`src/rtl/ola_frame_ctrl.sv`:
```
`default_nettype none
// ============================================================================
//  Module   : ola_frame_ctrl
//  Purpose  : Frame sequencer in front of the overlap-add stage. Forwards
//             IFFT samples frame by frame with zero latency. Regenerates
//             tlast from a local sample count. Drives last_frame to the
//             overlap-add block. Watches the overlap-add output handshake
//             until the final tail has been flushed, then pulses done.
//  Revision : 1.0 - initial release
// ----------------------------------------------------------------------------
//  Ports
//    clk, reset            sole clock (rising edge), synchronous active-high
//    start, num_frames     one-cycle run request, frame count sampled on start
//    busy, done            run in progress / one-cycle end-of-run pulse
//    frame_idx             index of the frame currently being forwarded
//    last_frame            to overlap-add: final frame forwarding and drain
//    s_axis_*              IFFT sample stream in
//    m_axis_*              sample stream out to overlap-add
//    mon_tvalid/mon_tready observed overlap-add output handshake
//    err                   sticky framing error
//  Build option
//    OLA_CTRL_ERRCHK_EN    when defined, err flags upstream tlast that
//                          disagrees with the local frame position; when
//                          undefined, err is tied low and s_axis_tlast is
//                          ignored.
// ============================================================================
module ola_frame_ctrl #(
    parameter int SAMPLE_WIDTH = 16,
    parameter int FRAME_LEN    = 4096,
    parameter int HOP_LEN      = 1024,
    parameter int FRAME_CNT_W  = 16
) (
    input  logic                      clk,
    input  logic                      reset,
    input  logic                      start,
    input  logic [FRAME_CNT_W-1:0]    num_frames,
    output logic                      busy,
    output logic                      done,
    output logic [FRAME_CNT_W-1:0]    frame_idx,
    output logic                      last_frame,
    input  logic                      s_axis_tvalid,
    input  logic [SAMPLE_WIDTH-1:0]   s_axis_tdata,
    input  logic [SAMPLE_WIDTH/8-1:0] s_axis_tkeep,
    input  logic                      s_axis_tlast,
    output logic                      s_axis_tready,
    output logic                      m_axis_tvalid,
    output logic [SAMPLE_WIDTH-1:0]   m_axis_tdata,
    output logic [SAMPLE_WIDTH/8-1:0] m_axis_tkeep,
    output logic                      m_axis_tlast,
    input  logic                      m_axis_tready,
    input  logic                      mon_tvalid,
    input  logic                      mon_tready,
    output logic                      err
);

    localparam int c_SAMP_W = (FRAME_LEN > 1) ? $clog2(FRAME_LEN) : 1;
    // Output count must hold num_frames*HOP_LEN plus the overlap tail.
    localparam int c_OUT_W  = FRAME_CNT_W + 13;

    localparam logic [c_SAMP_W-1:0] c_SAMP_LAST = c_SAMP_W'(FRAME_LEN - 1);
    localparam logic [c_OUT_W-1:0]  c_HOP       = c_OUT_W'(HOP_LEN);
    localparam logic [c_OUT_W-1:0]  c_OVERLAP   = c_OUT_W'(FRAME_LEN - HOP_LEN);

    localparam logic [1:0] c_ST_IDLE  = 2'd0;
    localparam logic [1:0] c_ST_RUN   = 2'd1;
    localparam logic [1:0] c_ST_DRAIN = 2'd2;
    localparam logic [1:0] c_ST_DONE  = 2'd3;

    logic [1:0]             r_state;
    logic [1:0]             w_state_next;
    logic [FRAME_CNT_W-1:0] r_nf;
    logic [FRAME_CNT_W-1:0] r_frame_idx;
    logic [c_SAMP_W-1:0]    r_samp_cnt;
    logic [c_OUT_W-1:0]     r_out_cnt;
    logic [c_OUT_W-1:0]     r_out_target;
    logic                   r_last_frame;

    logic w_run;
    logic w_beat;
    logic w_samp_last;
    logic w_frame_last;
    logic w_start_ok;
    logic w_out_done;
    logic w_mon_beat;

    assign w_run        = (r_state == c_ST_RUN);
    assign w_beat       = w_run & s_axis_tvalid & m_axis_tready;
    assign w_samp_last  = (r_samp_cnt == c_SAMP_LAST);
    assign w_frame_last = (r_frame_idx == (r_nf - FRAME_CNT_W'(1)));
    assign w_start_ok   = (r_state == c_ST_IDLE) & start;
    assign w_out_done   = (r_out_cnt == r_out_target);
    // The output count saturates at its target so that surplus monitored
    // beats (in RUN or DRAIN) never push it past the exit condition.
    assign w_mon_beat   = mon_tvalid & mon_tready & ~w_out_done &
                          ((r_state == c_ST_RUN) | (r_state == c_ST_DRAIN));

    // ------------------------------------------------------------------
    // Next-state and state-decoded outputs
    // ------------------------------------------------------------------
    always_comb begin
        w_state_next  = r_state;
        busy          = 1'b0;
        done          = 1'b0;
        m_axis_tvalid = 1'b0;
        s_axis_tready = 1'b0;
        case (r_state)
            c_ST_IDLE: begin
                if (start) begin
                    w_state_next = (num_frames == '0) ? c_ST_DONE : c_ST_RUN;
                end
            end
            c_ST_RUN: begin
                busy          = 1'b1;
                m_axis_tvalid = s_axis_tvalid;
                s_axis_tready = m_axis_tready;
                if (w_beat && w_samp_last && w_frame_last) begin
                    w_state_next = c_ST_DRAIN;
                end
            end
            c_ST_DRAIN: begin
                busy = 1'b1;
                if (w_out_done) begin
                    w_state_next = c_ST_DONE;
                end
            end
            c_ST_DONE: begin
                busy         = 1'b1;
                done         = 1'b1;
                w_state_next = c_ST_IDLE;
            end
            default: begin
                w_state_next = c_ST_IDLE;
            end
        endcase
    end

    // ------------------------------------------------------------------
    // State and counters
    // ------------------------------------------------------------------
    always_ff @(posedge clk) begin
        if (reset) begin
            r_state      <= c_ST_IDLE;
            r_nf         <= '0;
            r_frame_idx  <= '0;
            r_samp_cnt   <= '0;
            r_out_cnt    <= '0;
            r_out_target <= '0;
            r_last_frame <= 1'b0;
        end else begin
            r_state <= w_state_next;

            if (w_start_ok) begin
                r_nf         <= num_frames;
                r_out_target <= c_OUT_W'(num_frames) * c_HOP + c_OVERLAP;
                r_frame_idx  <= '0;
                r_samp_cnt   <= '0;
                r_out_cnt    <= '0;
            end else begin
                if (w_beat) begin
                    if (w_samp_last) begin
                        r_samp_cnt  <= '0;
                        r_frame_idx <= r_frame_idx + FRAME_CNT_W'(1);
                    end else begin
                        r_samp_cnt <= r_samp_cnt + c_SAMP_W'(1);
                    end
                end
                if (w_mon_beat) begin
                    r_out_cnt <= r_out_cnt + c_OUT_W'(1);
                end
            end

            // Cleared on the way into DONE so it is already low there.
            if (w_state_next == c_ST_DONE) begin
                r_last_frame <= 1'b0;
            end else if (w_run && w_frame_last) begin
                r_last_frame <= 1'b1;
            end
        end
    end

    assign frame_idx    = r_frame_idx;
    assign last_frame   = r_last_frame;
    assign m_axis_tdata = s_axis_tdata;
    assign m_axis_tkeep = s_axis_tkeep;
    // Upstream tlast is never forwarded; the local count defines framing.
    assign m_axis_tlast = w_samp_last;

    // ------------------------------------------------------------------
    // Framing error check
    // ------------------------------------------------------------------
`ifdef OLA_CTRL_ERRCHK_EN
    logic r_err;

    always_ff @(posedge clk) begin
        if (reset) begin
            r_err <= 1'b0;
        end else if (w_start_ok) begin
            r_err <= 1'b0;
        end else if (w_beat && (s_axis_tlast != w_samp_last)) begin
            r_err <= 1'b1;
        end
    end

    assign err = r_err;
`else
    logic w_unused_tlast;

    assign w_unused_tlast = s_axis_tlast;
    assign err            = 1'b0;
`endif

endmodule

`default_nettype wire

```
`config.mk`:
```
export PLATFORM = sky130hd
export DESIGN_NAME = ola_frame_ctrl
export DESIGN_NICKNAME = d
export VERILOG_FILES = /design/src/rtl/ola_frame_ctrl.sv
export SDC_FILE = /design/constraint.sdc
export NUM_CORES = 1
export LEC_CHECK = 0
export ABC_AREA = 1
export CELL_PAD_IN_SITES_DETAIL_PLACEMENT = 0
export CELL_PAD_IN_SITES_GLOBAL_PLACEMENT = 1
export CORE_MARGIN = 2
export CORE_UTILIZATION = 36
export CTS_BUF_LIST = sky130_fd_sc_hd__clkbuf_8
export DETAILED_ROUTE_END_ITERATION = 8
export MAX_ROUTING_LAYER = met4
export PLACE_DENSITY = 0.82
export SKIP_CTS_REPAIR_TIMING = 1
export SLEW_MARGIN = 10
export SYNTH_ARGS = -nofsm -noshare
export SYNTH_HDL_FRONTEND = slang
export SYNTH_SLANG_ARGS = --single-unit
```
`constraint.sdc`:
```
create_clock -name clk -period 1.97 [get_ports clk]
set_input_delay 0.394 -clock clk [delete_from_list [all_inputs] [get_ports clk]]
set_output_delay 0.394 -clock clk [all_outputs]
set_load 0.05 [all_outputs]
```
* Yosys cells after proc, flatten, opt, wreduce, memory -nomap -nowiden
Index checks and enable logic that the tools add are counted.
Storage, ports and cells: register bits 105, input bits 42, output and inout bits 41
Cells by class: $add $sub $neg 5, eq/ne operators 7, multiplexer cells 10, bitwise operators 8, reduce and logical (&&, ||, !) cells 9
Operators by type and width (count):
- adder 29 x 1 -> 29 bit, second input constant | 1
- == test 29 bit | 1
- adder 26 x 12 -> 27 bit, second input constant | 1
- adder 16 x 1 -> 16 bit, second input constant | 1
- == test 16 bit | 1
- zero test 16 bit | 1
- subtractor 16 x 1 -> 16 bit, second input constant | 1
- adder 12 x 1 -> 12 bit, second input constant | 1
- == test 12 bit, second input constant | 1
- 2-to-1 mux 12 bit | 1
- 2-to-1 mux 2 bit | 4
- one-hot mux 2 bit (4 select lines) | 1
- AND 1 bit | 6
- == test 2 bit, second input constant | 3
- 2-to-1 mux 1 bit | 4
- OR reduction 2 bit | 2
- logical AND 1 bit | 3
- OR reduction 3 bit | 1
- == test 2 x 1 -> 1 bit, second input constant | 1
- zero test 2 bit | 1
- AND reduction 2 bit | 1
- inverter 1 bit | 1
- bitwise OR 1 bit | 1

* Depth between registers and ports, before layout
Gate-level depths: netlist of the first run.
word-level depth 9, gate-level depth with buffers 18

* Least setup slack after synthesis of the first run
No wires, ideal clock.
path kind register to register, start point reg r_state[1], end point reg r_frame_idx[15], in the netlist frame_idx[15], arrival 2.193 ns, required time 1.906 ns, slack -0.287 ns, cell stages (with the launch flop) 19, buffers on the path 0, clock period less this slack 2.257 ns, cells stage by stage dfxtp_1 inv_1 ha_1 nand2_1 inv_2 nand2_2 clkinv_2 nand3_4 nor2_8 inv_4 nor2_8 nand2_4 nor3_4 nand3_2 nor2_2 nand2_1 nand2_1 inv_1 nor2_1
On the way: word-level cells in the longest chain between the ends 4, elaborated cells between the ends (all ways) 7
RTL lines:
- start, declared | RTL line 69 | logic [1:0] r_state;
- start signal, assigned | RTL line 142 | r_state <= c_ST_IDLE;
- start signal, assigned | RTL line 150 | r_state <= w_state_next;
- == test 2 x 1 -> 1 bit | RTL line 86 | assign w_run = (r_state == c_ST_RUN);
- AND 1 bit (2 in a row) | RTL line 87 | assign w_beat = w_run & s_axis_tvalid & m_axis_tready;
- AND reduction 2 bit (no line)
- end signal, assigned | RTL line 162 | r_frame_idx <= r_frame_idx + FRAME_CNT_W'(1);
- end, declared | RTL line 72 | logic [FRAME_CNT_W-1:0] r_frame_idx;
Parallel ways exist; a longest one is shown, timed or not. A chain may end at the register's enable or synchronous reset.

* Worst setup path in the final report of the first run
start point reg r_samp_cnt[0], end point out m_axis_tlast
On the way: word-level cells in the longest chain between the ends 1
RTL lines:
- start, declared | RTL line 73 | logic [c_SAMP_W-1:0] r_samp_cnt;
- start signal, assigned | RTL line 164 | r_samp_cnt <= r_samp_cnt + c_SAMP_W'(1);
- == test 12 bit | RTL line 88 | assign w_samp_last = (r_samp_cnt == c_SAMP_LAST);
- end, declared | RTL line 49 | output logic m_axis_tlast,
No other way between the ends.

==> results of run 1 <==
[cell usage after synthesis (all sizes together)]
master / count / area [um2]
o211ai: 2 / 15.0
buf: 24 / 170
inv: 101 / 382
nor4: 14 / 87.6
xnor2: 18 / 158
nand2: 211 / 802
and3: 1 / 6.26
o31ai: 1 / 7.51
o21a: 1 / 7.51
nand3: 42 / 233
nand4: 16 / 100
o21ai: 38 / 190
a22o: 1 / 8.76
nor2: 96 / 395
conb: 1 / 3.75
or2: 2 / 12.5
a31o: 1 / 8.76
clkinv: 1 / 5.00
dfxtp: 93 / 1860
a211oi: 2 / 15.0
a21oi: 57 / 285
a32o: 4 / 40.0
o22ai: 5 / 31.3
o41ai: 1 / 8.76
clkbuf: 18 / 67.6
xor2: 40 / 350
nor3: 33 / 188
o21bai: 4 / 30.0
ha: 11 / 138
a31oi: 5 / 31.3
nand3b: 1 / 7.51
[tightest hold or removal path, stage by stage]
cell,delay (ns)
dlymetal6s2s_1,0.13
inv_2,0.07
buf_4,0.11
o22ai_1,0.07
[metal layers]
layer  routed length, um  vias to the layer above  track usage
met5                   0                        -            -
met1                8350                     2613        0.282
met4                 247                        0       0.0697
met3                 652                       22       0.0297
li1                    -                     3000            -
met2                6800                      104        0.272
[path summary, 6_finish.rpt]
path              slack (ns)                          end                        start
setup / recovery       -0.09                 m_axis_tlast   r_samp_cnt[0]$_SDFFE_PP0P_
hold reg to reg         0.47  r_samp_cnt[11]$_SDFFE_PP0P_  r_samp_cnt[11]$_SDFFE_PP0P_
hold / removal          0.43         r_nf[1]$_SDFFE_PP0P_                num_frames[1]
setup reg to reg       -0.03   frame_idx[15]$_SDFFE_PP0P_   r_samp_cnt[0]$_SDFFE_PP0P_
[area by class of cell]
class                   count  area, um2  share of cell area
multi-input cells         608       3590               0.457
flip-flops and latches     93       1890               0.241
repair buffers            170       1480               0.188
inverters                 102        414              0.0528
well taps                 211        264              0.0336
clock buffers               9        124              0.0158
clock inverters             7       67.6             0.00861
repair inverters            2       22.5             0.00287
[metrics by stage]
| step | instances | TNS (ns) | area (um2) | util |
|---|---|---|---|---|
| final | 1202 | -0.115 | 7850 | 0.514 |
| after global routing | 1202 | -2.39 | 7850 | 0.514 |
| after CTS | 1193 | -2.94 | 7260 | 0.476 |
| after detailed placement | 1177 | -6.66 | 7070 | 0.463 |
| after global placement | 1177 | -5.65 | 7070 | 0.463 |
| after floorplan | 845 | -0.0705 | 5680 | - |
[flip-flops by register name, summed over array words and instances (netlist names)]
signal / flops
r_state: 2
last_frame: 1
r_samp_cnt: 12
r_out_cnt: 29
frame_idx: 16
r_nf: 16
r_out_target: 17
[logic make-up after synthesis]
kind of cell,synth area share
compound gates,0.120
xor+xnor,0.0900
fa+ha+maj,0.0244
buf+inv,0.111
flops,0.330
other cells,0.000664
simple gates,0.324
[where the power goes]
part | internal [mW] | switching, mW | total (mW)
Clock | 0.492 | 0.794 | 1.29
Combinational | 1.29 | 1.67 | 2.96
Sequential | 2.07 | 0.165 | 2.23
Total | 3.85 | 2.63 | 6.48
==> metrics.txt, run 1 <==
synthesized area approximately 5600 um2; CP required about 1.6 ns; register area share after synthesis 0.330; clock sinks slightly above 90; IO Pins 83; CTS buffer count 9; CTS tree built; chip height ~130 um; Initial Utilization 0.370; clk root buf clkbuf_8; drt pass-1 iters 4; Post-Place Setup Slack -0.551 ns; # fillers 1497; Remaining DRCs 0; Final setup viols 2; maxcap violations 0; DP Wirelength roughly 12 mm; WP depth 6; Clock Latency Late Sink approximately 0.39 ns; reg2reg path depth 15; Max Fanout on Critical Path 3; first-pass GRT wire length approximately 25 mm; Tcrit/Tclk final 1.04; worst slew pin tran 0.509 ns; Reg clk slew, reported paths between 0.1 and 0.15 ns; Bufs and invs on worst path 1; Peak Freq approximately 490 MHz; Cells after Synth about 850; synth unique cells between 40 and 50; clk buf depth 2; worst setup margin -0.0878 ns; pin count of the biggest net entering global routing 28; yosys warns 0; syn avg cell area around 6.7 um2; hold_ws roughly 0.43 ns; vias in the first global route slightly above 5000; Iteration-0 DRC Markers between 300 and 400; initial antenna violation count 0; wire length per cell around 13 um; most common library cell in the layout ignoring fill and taps nand2_1; CP endpoint kind output port; Worst Hold Class input pin to flop; RSZ-0062 raised after global routing yes; total power between 6 and 7 mW; outcome finished, violations left; n_diodes 0; worst-case clock skew roughly 0.012 ns; Core Footprint between 15000 and 20000 um2; share of cells above drive strength 1 0.286; row count 45; Final Max Slew Viols 0; vias per cell around 4.8; largest delay contributor family on the critical path simple AND/OR/NAND/NOR gates; wirelength, routed 16.0 mm; CP peak stage delay 0.39 ns; crit path DAT approximately 1.7 ns; H-tree Lvls 3; area grow syn2layout 39.0%; Worst setup SP type flop; hold depth 4; PwrDens roughly 830 nW/um2; Post-DRT Antenna Nets 0; register bit total from synthesis 93; relative slew slack 0.660; GRT Overall Usage 0.194; Slowest-stage cell, CP dfxtp_4; Congestion Overflow GR 0; Buffers on Ports between 40 and 50; gpl congestion 0.888; commonest non-fill, non-tap cells in the layout nand2_1 (186), buf_4 (134), inv_1 (87); CP Class flop to output port; Die X 129 um; Hold Violations, Final 0; failing checks negative setup slack; Die ar. around 17000 um2; Syn Nets 898; Lkg Pwr between 3 and 4 nW; Tmin final 2.06 ns; Peak VDD IR 0.836 mV; via count roughly 5700; CP cell instances ha_4 > nand3_4 > nor3_4 > nand2_2 > nor2_4 > buf_12; nets 1039
Power figures use the tool's default switching activity.
==> run 2: changes to the inputs <==
==> constraint.sdc (replaced) <==
create_clock -name clk -period 1.97 [get_ports clk]
set_input_delay 0.4925 -clock clk [delete_from_list [all_inputs] [get_ports clk]]
set_output_delay 0.4925 -clock clk [all_outputs]
set_load 0.05 [all_outputs]
==> run 2 against run 1 <==
Compared with the run above: the run still ends with negative setup slack left; sequential share of layout area is 0.25 points higher; via count is 1.3% higher; setup slack worse by 0.032 ns; critical path depth stayed put; power is 0.86% lower; cell count is 0.75% higher; largest cell class unchanged.
==> metrics.txt, run 2 (synthesis gave the netlist of run 1 again) <==
outcome finished, violations left; failing checks negative setup slack; Post-Place Setup Slack -0.723 ns (-0.172 ns); commonest non-fill, non-tap cells in the layout nand2_1 (197), buf_4 (148), inv_1 (87); Slowest-stage cell, CP dfxtp_2; n_diodes 0 (unchanged); clock sinks 93 (unchanged); Iteration-0 DRC Markers 425 (+19%); post-route cell area 7750 um2 (-1.2%); PwrDens 829 nW/um2 (+0.37%); GRT Overall Usage 0.200 (+0.00604); wire length per cell 13.1 um (-1.9%); chip height 129 um (unchanged); DP Wirelength 12.2 mm (+1.5%); Tmin final 2.09 ns (+0.0319 ns); IO Pins 83 (unchanged); Clock power frac 0.203 (+0.004); Flop pwr share 0.349 (+0.004); crit path DAT 1.60 ns (-0.06 ns); worst setup margin -0.120 ns (-0.0319 ns); Core Footprint 15300 um2 (unchanged); Remaining DRCs 0 (unchanged); fin cells 1211 (+0.75%); maxcap violations 0 (unchanged); Tcrit/Tclk final 1.06 (+0.0162); CP endpoint kind output port; Top reg by flops r_out_cnt; # fillers 1555 (+3.9%); row count 45 (unchanged); CTS buffer count 9 (unchanged); wirelength, routed 15.9 mm (-1.1%); CP Class flop to output port; Final setup viols 1 (-1); Cells after DPL 1186 (+0.76%); met2 wire length 6.86 mm (+0.85%); Bufs and invs on worst path 1 (unchanged); RSZ-0062 raised after global routing yes; top flop regs r_out_cnt x29, r_out_target x17; Buffers on Ports 44 (unchanged); Switching Fraction 0.405 (-0.000749); pin count of the biggest net entering global routing 27 (-3.6%); Clock Latency Late Sink 0.40 ns (about the same); vias per cell 4.80 (+0.50%); via count 5811 (+1.3%); Peak Freq 479 MHz (-1.5%); share of cells above drive strength 1 0.279 (-0.00657); Initial Utilization 0.370 (unchanged); Switch Pwr 2.60 mW (-1.0%); number of flip-flops in the largest register 29 (unchanged); Hold Violations, Final 0 (unchanged); nets 1048 (+0.87%); gpl congestion 0.899 (+1.2%); initial antenna violation count 0 (unchanged); Final Max Slew Viols 0 (unchanged); final setup TNS -0.120 ns (-0.00520 ns); Gate power share 0.447 (-0.010); largest delay contributor family on the critical path simple AND/OR/NAND/NOR gates; cell internal pwr 3.82 mW (-0.74%); CP peak stage delay 0.37 ns (-0.02 ns); Max Fanout on Critical Path 2 (-1); vias in the first global route 5278 (+2.4%); CP required 1.48 ns (-0.10 ns); register area 1890 um2 (-0.20%); CTS tree built; Worst setup SP type flop; most common library cell in the layout ignoring fill and taps nand2_1; area grow syn2layout 37.2%; Lkg Pwr 3.36 nW (-3.6%); worst-case clock skew 0.0154 ns (+0.00325 ns); Post-DRT Antenna Nets 0 (unchanged); Die X 129 um (unchanged); dpl cell area 7130 um2 (+0.85%); Reg clk slew, reported paths 0.11 ns (about the same); H-tree Lvls 3 (unchanged); drt pass-1 iters 5 (+1); met1 WL 8.08 mm (-3.2%); clk buf depth 2 (unchanged); Congestion Overflow GR 0 (unchanged); clk root buf clkbuf_8; total power 6.42 mW (-0.86%); Die ar. 16700 um2 (unchanged); Highest Signal Layer met4; footprint of the multi-input gates 3500 um2 (-2.5%); first-pass GRT wire length 25.8 mm (+3.5%); Peak VDD IR 0.691 mV (-17%); met3 WL 689 um (+5.7%); CP cell instances ha_4 > nand3_2 > nor3_4 > nand2_2 > nor2_4 > buf_12; Worst Hold Class flop to flop
-- run 2: changes by cell type in the layout (fill, tap and decap cells not counted), sizes merged --
cell	previous run	this run
dlymetal6s2s	6	3
buf	144	159
clkinv	4	2
clkbuf	10	9
-- run 2: layout make-up --
type                            count  area share
Multi-Input combinational cell    608       0.451
Clock buffer                        9      0.0160
Clock inverter                      7     0.00807
Timing Repair Buffer              181       0.196
Inverter                          102      0.0510
Sequential cell                    93       0.243
Tap cell                          211      0.0341
-- run 2: power by group through the flow --
stage                     Combinational [mW]  Clock, mW  Sequential, mW
after detailed placement                2.53          0            2.25
final                                   2.87       1.31            2.24
after CTS                               2.54       1.34            2.21
after global placement                  2.52          0            2.25
after global routing                    3.21       1.40            2.27
after floorplan                         1.60          0            2.21
-- run 2: layer usage --
layer	GRT usage	vias up
met1	0.287	2660
met2	0.287	114
met5	-	-
met4	0.0627	0
li1	-	3016
met3	0.0330	21
-- run 2: worst paths after layout --
check                              startpoint                     endpoint  slack (ns)  cells past startpoint
setup / recovery   r_samp_cnt[0]$_SDFFE_PP0P_                 m_axis_tlast       -0.12                      6
hold / removal    r_samp_cnt[11]$_SDFFE_PP0P_  r_samp_cnt[11]$_SDFFE_PP0P_        0.48                      1
setup reg to reg         r_nf[3]$_SDFFE_PP0P_      last_frame$_SDFFE_PP0P_        0.01                     18
hold reg to reg   r_samp_cnt[11]$_SDFFE_PP0P_  r_samp_cnt[11]$_SDFFE_PP0P_        0.48                      1
-- run 2: stage by stage --
step	hold slack (ns)	util
2_1_floorplan	0.422	-
3_3_place_gp	0.446	0.467
3_5_place_dp	0.447	0.467
4_1_cts	0.470	0.479
5_1_grt	0.491	0.508
6_report	0.476	0.508
-- run 2: worst register-to-register path, cell delays in order, from the launching register on --
cell,delay [ns]
dfxtp_2,0.35
buf_4,0.14
nor2_4,0.10
nand2_4,0.08
o21ai_1,0.18
nand2_1,0.07
nand2_1,0.06
nand2_1,0.05
nor2_1,0.09
nand2_1,0.06
nor2_1,0.09
buf_4,0.15
nand3_4,0.07
nand2_1,0.06
nand2_1,0.05
nand2_1,0.06
nand2_2,0.07
nor2_2,0.11
nor2_1,0.04
==> run 3: changes to the inputs <==
--- a/config.mk
+++ b/config.mk
@@ -11,6 +11,7 @@
 export CORE_MARGIN = 2
 export CORE_UTILIZATION = 36
 export CTS_BUF_LIST = sky130_fd_sc_hd__clkbuf_8
+export CTS_CLUSTER_DIAMETER = 200
 export DETAILED_ROUTE_END_ITERATION = 8
 export MAX_ROUTING_LAYER = met4
 export PLACE_DENSITY = 0.82
==> results of run 3 <==
No change in the layout: final DEF, timing and power equal those of run 2.
